File: config.mk
export PLATFORM = sky130hd
export DESIGN_NAME = stopwatch_controller
export DESIGN_NICKNAME = d
export VERILOG_FILES = /design/src/rtl/stopwatch_controller.sv
export SDC_FILE = /design/constraint.sdc
export NUM_CORES = 1
export LEC_CHECK = 0
export CAP_MARGIN = 10
export CORE_MARGIN = 1
export CORE_UTILIZATION = 55
export CTS_CLUSTER_DIAMETER = 150
export DETAILED_ROUTE_END_ITERATION = 10
export PLACE_DENSITY = 0.75
export SLEW_MARGIN = 20
export SYNTH_ARGS = -nofsm -noshare
export SYNTH_HDL_FRONTEND = slang
export SYNTH_SLANG_ARGS = --single-unit
File: constraint.sdc
create_clock -name clk -period 1.8 [get_ports clk]
set_input_delay 0.45 -clock clk [delete_from_list [all_inputs] [get_ports clk]]
set_output_delay 0.45 -clock clk [all_outputs]
set_load 0.1 [all_outputs]
File: src/rtl/stopwatch_controller.sv
// stopwatch_controller: button synchronisers and debouncers, the
// start/pause/lap/clear sequencer, and the count-tick prescaler that
// drive the stopwatch BCD counter chain.
module stopwatch_controller #(
    parameter int CLK_DIV         = 500000,
    parameter int DEBOUNCE_CYCLES = 1000000,
    parameter int CNT_W           = 20,
    parameter int DB_W            = 20
) (
    input  logic       clk,
    input  logic       reset,
    input  logic       start_pause,
    input  logic       lap_clear,
    output logic       tick,
    output logic       clear,
    output logic       running,
    output logic       display_hold,
    output logic [1:0] state
);

    typedef enum logic [1:0] {
        IDLE    = 2'd0,
        RUNNING = 2'd1,
        PAUSED  = 2'd2,
        LAP     = 2'd3
    } state_t;

    localparam logic [CNT_W-1:0] PRESC_LAST = CNT_W'(CLK_DIV - 1);
    localparam logic [DB_W-1:0]  DB_LAST    = DB_W'(DEBOUNCE_CYCLES - 1);

    // Button index 0 is start_pause, index 1 is lap_clear; level 1 = released.
    logic [1:0]      btn_p0;
    logic [1:0]      btn_p1;
    logic [1:0]      acc_p2;
    logic [DB_W-1:0] db_cnt_p2 [2];
    logic [1:0]      press_p2;

    state_t           st_p3;
    state_t           st_nxt;
    logic [CNT_W-1:0] presc_p3;

    // Next state on press events; start_pause takes priority over lap_clear.
    function automatic state_t fsm_next(input state_t cur, input logic sp, input logic lap);
        state_t nxt;
        nxt = cur;
        case (cur)
            IDLE:    if (sp) nxt = RUNNING;
            RUNNING: if (sp) nxt = PAUSED; else if (lap) nxt = LAP;
            LAP:     if (sp) nxt = PAUSED; else if (lap) nxt = RUNNING;
            PAUSED:  if (sp) nxt = RUNNING; else if (lap) nxt = IDLE;
            default: nxt = IDLE;
        endcase
        return nxt;
    endfunction

    function automatic logic is_counting(input state_t s);
        return (s == RUNNING) || (s == LAP);
    endfunction

    assign st_nxt = fsm_next(st_p3, press_p2[0], press_p2[1]);
    assign state  = st_p3;

    // Two-flop synchronisers for the asynchronous raw buttons (idle high).
    always_ff @(posedge clk or negedge reset) begin
        if (!reset) begin
            btn_p0 <= 2'b11;
            btn_p1 <= 2'b11;
        end else begin
            btn_p0 <= {lap_clear, start_pause};
            btn_p1 <= btn_p0;
        end
    end

    // ---- stage p2: debounce; accept a level after DEBOUNCE_CYCLES differing samples
    // Debouncers: count disagreement with the accepted level, flip on the last one,
    // and pulse a press event only on the flip to pressed.
    always_ff @(posedge clk or negedge reset) begin
        if (!reset) begin
            acc_p2   <= 2'b11;
            press_p2 <= 2'b00;
            for (int i = 0; i < 2; i++) db_cnt_p2[i] <= '0;
        end else begin
            for (int i = 0; i < 2; i++) begin
                press_p2[i] <= 1'b0;
                if (btn_p1[i] == acc_p2[i]) begin
                    db_cnt_p2[i] <= '0;
                end else if (db_cnt_p2[i] == DB_LAST) begin
                    acc_p2[i]    <= btn_p1[i];
                    db_cnt_p2[i] <= '0;
                    press_p2[i]  <= ~btn_p1[i];
                end else begin
                    db_cnt_p2[i] <= db_cnt_p2[i] + DB_W'(1);
                end
            end
        end
    end

    // ---- stage p3: sequencer state, registered decodes and prescaler
    // Sequencer and prescaler: the prescaler advances on every counting cycle
    // (including the one in which a pause lands), holds while paused and is
    // zeroed in IDLE; a wrap only emits a tick if counting continues.
    always_ff @(posedge clk or negedge reset) begin
        if (!reset) begin
            st_p3        <= IDLE;
            presc_p3     <= '0;
            tick         <= 1'b0;
            clear        <= 1'b0;
            running      <= 1'b0;
            display_hold <= 1'b0;
        end else begin
            st_p3        <= st_nxt;
            running      <= is_counting(st_nxt);
            display_hold <= (st_nxt == LAP);
            clear        <= (st_p3 == PAUSED) && (st_nxt == IDLE);
            tick         <= 1'b0;
            if ((st_p3 == IDLE) || (st_nxt == IDLE)) begin
                presc_p3 <= '0;
            end else if (running) begin
                if (presc_p3 == PRESC_LAST) begin
                    presc_p3 <= '0;
                    tick     <= is_counting(st_nxt);
                end else begin
                    presc_p3 <= presc_p3 + CNT_W'(1);
                end
            end
        end
    end

endmodule

Yosys cells after proc, flatten, opt, wreduce, memory -nomap -nowiden
Cells that the tools add are included.
Word-level totals
  output and inout bits: 6
  word-level logic and storage cells: 60
  bits in registers: 74
Operators by class
  equality and inequality tests: 10
  reductions and logical operators: 8
  $add $sub $neg: 3
  bitwise operators: 4
  muxes and demuxes: 22
Operators by type and width (number)
  20-bit two-way mux: 7
  20-bit by 1-bit adder with 20-bit output (second input constant): 3
  20-bit equality test (second input constant): 2
  20-bit by 19-bit equality test with 1-bit output (second input constant): 1
  2-bit two-way mux: 7
  2-bit case mux with 4 select lines: 1
  1-bit two-way mux: 7
  2-bit equality test (second input constant): 3
  2-bit by 1-bit equality test with 1-bit output (second input constant): 2
  2-bit logical NOT: 2
  1-bit inverter: 4
  2-bit AND reduction: 2
  1-bit equality test: 2
  1-bit logical OR: 2
  2-bit nonzero test: 1
  1-bit logical AND: 1

Longest topological paths before layout
Gate-level depths: netlist of the first run.
  word-level depth: 8
  depth in mapped cells: 6
  mapped depth without buffers: 5

Least setup slack after synthesis of the first run
OpenSTA, ideal clock, no wires.
  path type: reg2reg
  start: register running
  end: register presc_p3[18]
  stages on the path, launching flop included: 6
  data arrival time: 2165 ps
  required time: 1681 ps
  setup time: 119 ps
  setup slack: -484 ps
  path through: dfrtp_1 > nand2b_1 > o2111ai_1 > clkbuf_1 > o31a_1 > o21ba_1
On the way
  longest elaborated chain between the ends: 1
RTL lines
  start: declaration: line 16  | output logic running,
  start signal: assignment: line 112  | running <= is_counting(st_nxt);
  2-bit nonzero test (no source line)
  end signal: assignment: line 123  | presc_p3 <= presc_p3 + CNT_W'(1);
  end: declaration: line 40  | logic [CNT_W-1:0] presc_p3;
No other way between the ends.
A chain may end at the register's enable or synchronous reset.

Final worst setup path of the first run
  start: register presc_p3[5]
  end: register presc_p3[13]
On the way
  longest elaborated chain between the ends: 4
  elaborated cells between the ends (all ways): 5
  classes of those cells: 1 x add/sub; 1 x eq/ne; 3 x mux
RTL lines
  20-bit by 1-bit adder with 20-bit output / 20-bit by 19-bit equality test with 1-bit output (equally long branches): line 123, 119
  20-bit two-way mux *: line 119  | if (presc_p3 == PRESC_LAST) begin
  20-bit two-way mux *: line 118  | end else if (running) begin
  20-bit two-way mux *: line 116  | if ((st_p3 == IDLE) || (st_nxt == IDLE)) begin
Every way passes the cells marked *; elsewhere a longest branch is shown, timed or not. The select of a mux whose other input is x is not followed.

==> results of run 1 <==
## kinds of logic (layout without fill, tap and decap cells)
| logic type | count (synthesis) | after routing | share of synthesized area [%] |
|---|---|---|---|
| AND/OR/NAND/NOR | 166 | 166 | 25.63 |
| flip-flops | 73 | 73 | 50.71 |
| AO/OA/AOI/OAI | 65 | 65 | 12.14 |
| XOR/XNOR | 31 | 31 | 7.506 |
| buffers and inverters | 21 | 87 | 2.352 |
| adder cells (fa/ha/maj) | 3 | 3 | 1.038 |
| multiplexers | 2 | 2 | 0.6226 |
## cell usage after synthesis (8+ instances only)
library cell	instances	share of area (%)
a21oi_1	20	2.8
and3_1	8	1.4
o31ai_1	10	2.1
nand3_1	21	2.9
or4_1	12	2.5
inv_1	12	1.2
nor3_1	10	1.4
dfrtp_1	67	46
nand4_1	14	2.4
nor2_1	40	4.2
o21ai_0	13	1.8
xnor2_1	24	5.8
nand2_1	20	2.1
nor4_1	10	1.7
## cell type report
cell class              instances  area share, %
flip-flops and latches         73          41.00
multi-input cells             267          39.80
repair buffers                 58          12.08
clock buffers                  12          3.236
well taps                      77          2.148
inverters                      13          1.088
clock inverters                 4         0.6416
## sequential cells by signal, summed over array words and instances, names as in the netlist
| register | flops |
|---|---|
| press_p2 | 2 |
| tick | 1 |
| display_hold | 1 |
| btn_p0 | 2 |
| acc_p2 | 2 |
| running | 1 |
| clear | 1 |
| presc_p3 | 20 |
| btn_p1 | 2 |
| db_cnt_p2 | 40 |
| state | 1 |
## metrics by stage
stage | power, mW | setup WS, ns | cell area [µm²] | std cells | TNS [ns]
global route | 3.017 | -0.1334 | 4486 | 504 | -1.079
finish | 2.905 | -0.09978 | 4486 | 504 | -0.6217
floorplan | 1.736 | -0.08812 | 3623 | 361 | -0.08812
global placement | 1.797 | -0.1156 | 4180 | 484 | -0.5939
CTS | 2.946 | -0.07873 | 4422 | 503 | -0.3377
detailed placement | 1.800 | -0.1429 | 4180 | 484 | -0.8152
## what timing repair did
item,CTS,global route
setup buffers,2,1
resized for setup,9,13
endpoints found under the hold margin,10,0
hold buffers,1,0
setup endpoints to repair,14,36
pin swaps,2,5
## power by group
part | total [mW] | internal [mW] | switching [mW]
clock network | 1.14 | 0.539 | 0.597
registers | 1.67 | 1.66 | 0.0134
logic | 0.0976 | 0.0367 | 0.0610
## worst register-to-register path, delay by kind of cell, from the launching register on
family                 cells  cell delay [ns]
AO/OA/AOI/OAI              2             0.22
buffers and inverters      2             0.28
flip-flops                 1             0.39
AND/OR/NAND/NOR            2             0.90
## metal layers
layer / up-vias / share of wire, % / GRT usage, %
met4: 0 / 1.2 / 10.34
met3: 5 / 3.7 / 4.771
met1: 1439 / 47 / 32.73
li1: 1458 / - / -
met2: 51 / 48 / 37.33
met5: - / 0 / 0
## worst max-delay path by stage
stage                            start  cells after the start                       end  slack (ns)
3_5_place_dp   presc_p3[9]$_DFFE_PN0P_                      5  presc_p3[13]$_DFFE_PN0P_       -0.14
5_1_grt        presc_p3[5]$_DFFE_PN0P_                      6  presc_p3[13]$_DFFE_PN0P_       -0.13
2_1_floorplan  presc_p3[9]$_DFFE_PN0P_                      4  presc_p3[18]$_DFFE_PN0P_       -0.09
6_report       presc_p3[5]$_DFFE_PN0P_                      6  presc_p3[13]$_DFFE_PN0P_        -0.1
3_3_place_gp   presc_p3[9]$_DFFE_PN0P_                      5  presc_p3[14]$_DFFE_PN0P_       -0.12
4_1_cts        presc_p3[9]$_DFFE_PN0P_                      6  presc_p3[13]$_DFFE_PN0P_       -0.08
==> results.md, run 1 <==
* Status: finished with violations
* Failing checks: negative setup slack
* ANT nets after route at 0
* Crit path max fanout at 7
* Die ar. at roughly 7000 µm²
* DR pass1 iterations at 4
* Syn_area_per_cell at 10.02 µm²
* Cell variety after synth at 45
* Initial core utilization at between 50% and 60%
* Sequential fraction of the synthesis area at between 50% and 60%
* Startpoint Class: register
* Reg2reg setup slack at -0.1 ns
* Pin count of the biggest net entering global routing at 35
* GPL Wtd Cong at 0.9298
* Crit Path Category: register to register
* Cells along the critical path: or4b_1, or3_4, o31ai_4, buf_6, buf_6, a21oi_2
* Clock Path Buffers at 2
* Ports at 10
* Commonest cells after routing, fill and taps aside: 65 x dfrtp_1, 45 x buf_4, 39 x nor2_1
* Initial DRC Count at 179
* Worst skew pair latency at 0.35 ns
* Row count at 29
* Setup WS post-layout at -0.09978 ns
* Antenna violations before repair at 0
* DRC at 0
* Core Box Area at 6350 µm²
* CP top delay family: simple AND/OR/NAND/NOR gates
* Synth Instances at 361
* Hold slack at 0.3573 ns
* Most common cell after layout, fill and taps aside: dfrtp_1
* CTS sink cnt at 73
* Via/cell ratio at 5.859
* Area Overhead vs Synth at 24.01%
* CP Data Required Time at 2.03 ns
* Final Max Slew Viols at 0
* Max incr delay on CP at 0.54 ns
* Nets at approximately 430
* Worst Skew at roughly 0.014 ns
* Final Cycle Share at 105.5%
* Post-DP HPWL at 5134 µm
* CP most frequent cell: buf_6
* Hold Crit Start: btn_p0[0]$_DFF_PN1_
* Max rail drop VDD at 0.0003807 V
* CTS tree: yes
* Seq cells post-synth at 73
* Total gr overflow at 0
* PortBufs at 9
* Detailed-route wire length per cell at 14.92 µm
* Worst path slowest cell: or4b_1
* CTS H-tree lvls at 3
* Final Hold Vio Count at 0
* Min-delay worst type: register to register
* CP Buf/Inv Count at 2
* Fin util at 70.64%
* First-pass GRT wire length at 13,100 µm
* Number of diodes at 0
* Final Critical Period at ~1.9 ns
* Hold depth at 0
* CTS clk-pin slew, worst paths at 0.08 ns
* Warnings from Yosys at 0
* Vias in the first global route at 2,903
* TritonCTS Buffers at 9
* Leakage at 1.777 nW
* MaxCap Viol Count at 0
* Cell count of the worst reg-to-reg path at 6
* RSZ-0062 raised after global routing: true
* Net Count, Synth at 368
* Fmax at 0.5264 GHz
* WL final at 7520 µm
* Worst Path Arrival at 2.13 ns
* Hold EP: btn_p1[0]$_DFF_PN1_
* Most common flop cell mapped by yosys: dfrtp_1
* Endpoint of the worst register-to-register path: presc_p3[13]$_DFFE_PN0P_
* RR Startpoint: presc_p3[5]$_DFFE_PN0P_
* Finish-stage setup viols at 10
* Die width at 83.10 µm
* Tot GR Track Use at 23.94%
* Asr flop ratio synth at 100.0%
* Area of the multi-input gates at 1785 µm²
* EDFF count, synth at 0
* Rel. slew slack at 58.64%
* Total number of vias at 2,953
* CP Capture Type: register
* Worst Max-Slew Pin Slew at between 0.6 and 0.7 ns
* Root Buffer: clkbuf_8
* Reg area at 1839 µm²
* Die height at a little over 80 µm
* Power per Cell Area at 647.6 nW/µm²
* Fill count at 438
* Share of cells above drive strength 1 at 23.89%
* Mapped cell area at around 3600 µm²
Power figures use the tool's default switching activity.
==> run 2: changes to the inputs <==
CORE_MARGIN = 2   (was 1)
==> results.md, run 2 (synthesis gave the netlist of run 1 again) <==
* Die height at 85.10 µm (+2.4%)
* Root Buffer: clkbuf_8
* Leakage at 1.827 nW (+2.8%)
* Share of cells above drive strength 1 at 25.99% (+2.1 points)
* Power per Cell Area at 669.1 nW/µm² (+3.3%)
* Post-Place Cells at 487 (+0.62%)
* Final Hold Vio Count at 0 (unchanged)
* DRC at 0 (unchanged)
* Commonest cells after routing, fill and taps aside: 65 x dfrtp_1, 50 x buf_4, 40 x nor2_1
* Max FFs per register at 40 (unchanged)
* Finish-stage setup viols at 11 (+1)
* Worst path slowest cell: or4b_4
* Most common cell after layout, fill and taps aside: dfrtp_1
* Nets at 433 (+0.93%)
* MaxCap Viol Count at 0 (unchanged)
* CTS sink cnt at 73 (unchanged)
* Failing checks: negative setup slack
* Met2 Use GR at 35.37% (-2.0 points)
* GR Util met3 at 4.669% (-0.10 points)
* CP Data Required Time at 2.02 ns (about the same)
* Max incr delay on CP at 0.54 ns (about the same)
* Post-DP HPWL at 5433 µm (+5.8%)
* Area Overhead vs Synth at 26.50%
* Setup WS post-layout at -0.1694 ns (-0.06967 ns)
* Cells along the critical path: or4b_4, or3_4, o31ai_4, buf_6, a21oi_2
* Ports at 10 (unchanged)
* Total number of vias at 3,067 (+3.9%)
* Hold slack at 0.02315 ns (-0.3341 ns)
* CTS H-tree lvls at 3 (unchanged)
* Core Box Area at 6350 µm² (unchanged)
* Top Registers: db_cnt_p2: 40 flops, presc_p3: 20 flops
* Antenna violations before repair at 0 (unchanged)
* Tot GR Track Use at 22.73% (-1.2 points)
* Total Power at 3.061 mW (+5.4%)
* DR pass1 iterations at 5 (+1)
* Worst Skew at 0.01118 ns (-0.002330 ns)
* Row count at 29 (unchanged)
* Worst skew pair latency at 0.35 ns (about the same)
* Hold Buf Count CTS at 0 (-1)
* Largest Register: db_cnt_p2
* Status: finished with violations
* Via/cell ratio at 6.037 (+3.0%)
* GRT busiest layer: met2
* First-pass GRT wire length at 13,050 µm (-0.43%)
* Final Max Slew Viols at 0 (unchanged)
* TritonCTS Buffers at 9 (unchanged)
* CP top delay family: simple AND/OR/NAND/NOR gates
* Detailed-route wire length per cell at 15.57 µm (+4.4%)
* Pin count of the biggest net entering global routing at 34 (-2.9%)
* Final Critical Period at 1.969 ns (+0.06967 ns)
* Startpoint Class: register
* CTS tree: yes
* ANT nets after route at 0 (unchanged)
* Met1 Use GR at 31.16% (-1.6 points)
* Die ar. at 7241 µm² (+4.9%)
* Worst Path Arrival at 2.19 ns (+0.06 ns)
* Number of diodes at 0 (unchanged)
* CP Capture Type: register
* Crit Path Category: register to register
* Clock Path Buffers at 2 (unchanged)
* WL final at 7911 µm (+5.2%)
* Total gr overflow at 0 (unchanged)
* Fin util at 72.06% (+1.4 points)
* Post-Layout Cell Count at 508 (+0.79%)
* Initial DRC Count at 142 (-21%)
* CTS clk-pin slew, worst paths at 0.09 ns (about the same)
* Fmax at 0.5078 GHz (-3.5%)
* Worst Max-Slew Pin Slew at 0.5429 ns (-0.07110 ns)
* Initial core utilization at 56.97% (unchanged)
* CP Buf/Inv Count at 1 (-1)
* Vias in the first global route at 2,851 (-1.8%)
* Max rail drop VDD at 0.0006061 V (+59%)
* Min-delay worst type: input pin to async pin
* PortBufs at 9 (unchanged)
* GPL Wtd Cong at 0.9140 (-1.7%)
* Final Cycle Share at 109.4% (+3.9 points)
* RSZ-0062 raised after global routing: true
* Die width at 85.10 µm (+2.4%)
* Rel. slew slack at 63.43% (+4.8 points)
* Crit path max fanout at 5 (-2)
## run 2: layout make-up
type / count / area, µm²
fillers: 452 / 1774
repair buffers: 62 / 578.1
well taps: 77 / 96.34
flip-flops and latches: 73 / 1839
multi-input cells: 267 / 1817
clock inverters: 5 / 55.05
clock buffers: 11 / 141.4
inverters: 13 / 48.80
## run 2: stage by stage
stage / instance area, µm² / setup TNS (ns) / setup WS, ns
floorplan: 3623 / -0.08812 / -0.08812
global placement: 4215 / -0.6189 / -0.1233
detailed placement: 4215 / -0.9441 / -0.1586
CTS: 4463 / -1.131 / -0.1470
global route: 4576 / -1.778 / -0.2031
finish: 4576 / -1.346 / -0.1694
## run 2: worst reg2reg max path: cells and delay by family, from the launching register on
| kind | cells | cell delay, ns |
|---|---|---|
| buffers and inverters | 1 | 0.17 |
| and+or+nand+nor | 2 | 0.90 |
| DFF | 1 | 0.40 |
| AOI/OAI and AO/OA | 2 | 0.37 |
## run 2: where the power goes
group          leakage [nW]  internal (mW)  switching, mW
clock                0.0953          0.674          0.609
combinational         0.741         0.0428         0.0650
sequential            0.990           1.66         0.0129
total                  1.83           2.37          0.687
## run 2: repair_timing
action	in CTS	in global routing
buffers inserted	1	4
pin swaps	2	4
resized for setup	10	17
endpoints found under the setup margin	14	36
## run 2: path summary, 6_finish.rpt
check	from	to	slack [ns]	cells after the start
max	presc_p3[9]$_DFFE_PN0P_	presc_p3[13]$_DFFE_PN0P_	-0.17	5
min in group clk	btn_p0[0]$_DFF_PN1_	btn_p1[0]$_DFF_PN1_	0.36	0
min	reset	presc_p3[0]$_DFFE_PN0P_	0.02	1
max reg2reg	presc_p3[9]$_DFFE_PN0P_	presc_p3[13]$_DFFE_PN0P_	-0.17	5
max in group asynchronous	reset	db_cnt_p2[7]$_DFF_PN0_	1.19	2
min reg2reg	btn_p0[0]$_DFF_PN1_	btn_p1[0]$_DFF_PN1_	0.36	0
## run 2: metal layers
| layer | routed length, µm | share of wire, % | vias to the layer above |
|---|---|---|---|
| met5 | 0 | 0 | - |
| met4 | 126 | 1.6 | 0 |
| met1 | 3622 | 46 | 1490 |
| li1 | - | - | 1467 |
| met2 | 3760 | 48 | 95 |
| met3 | 401 | 5.1 | 15 |
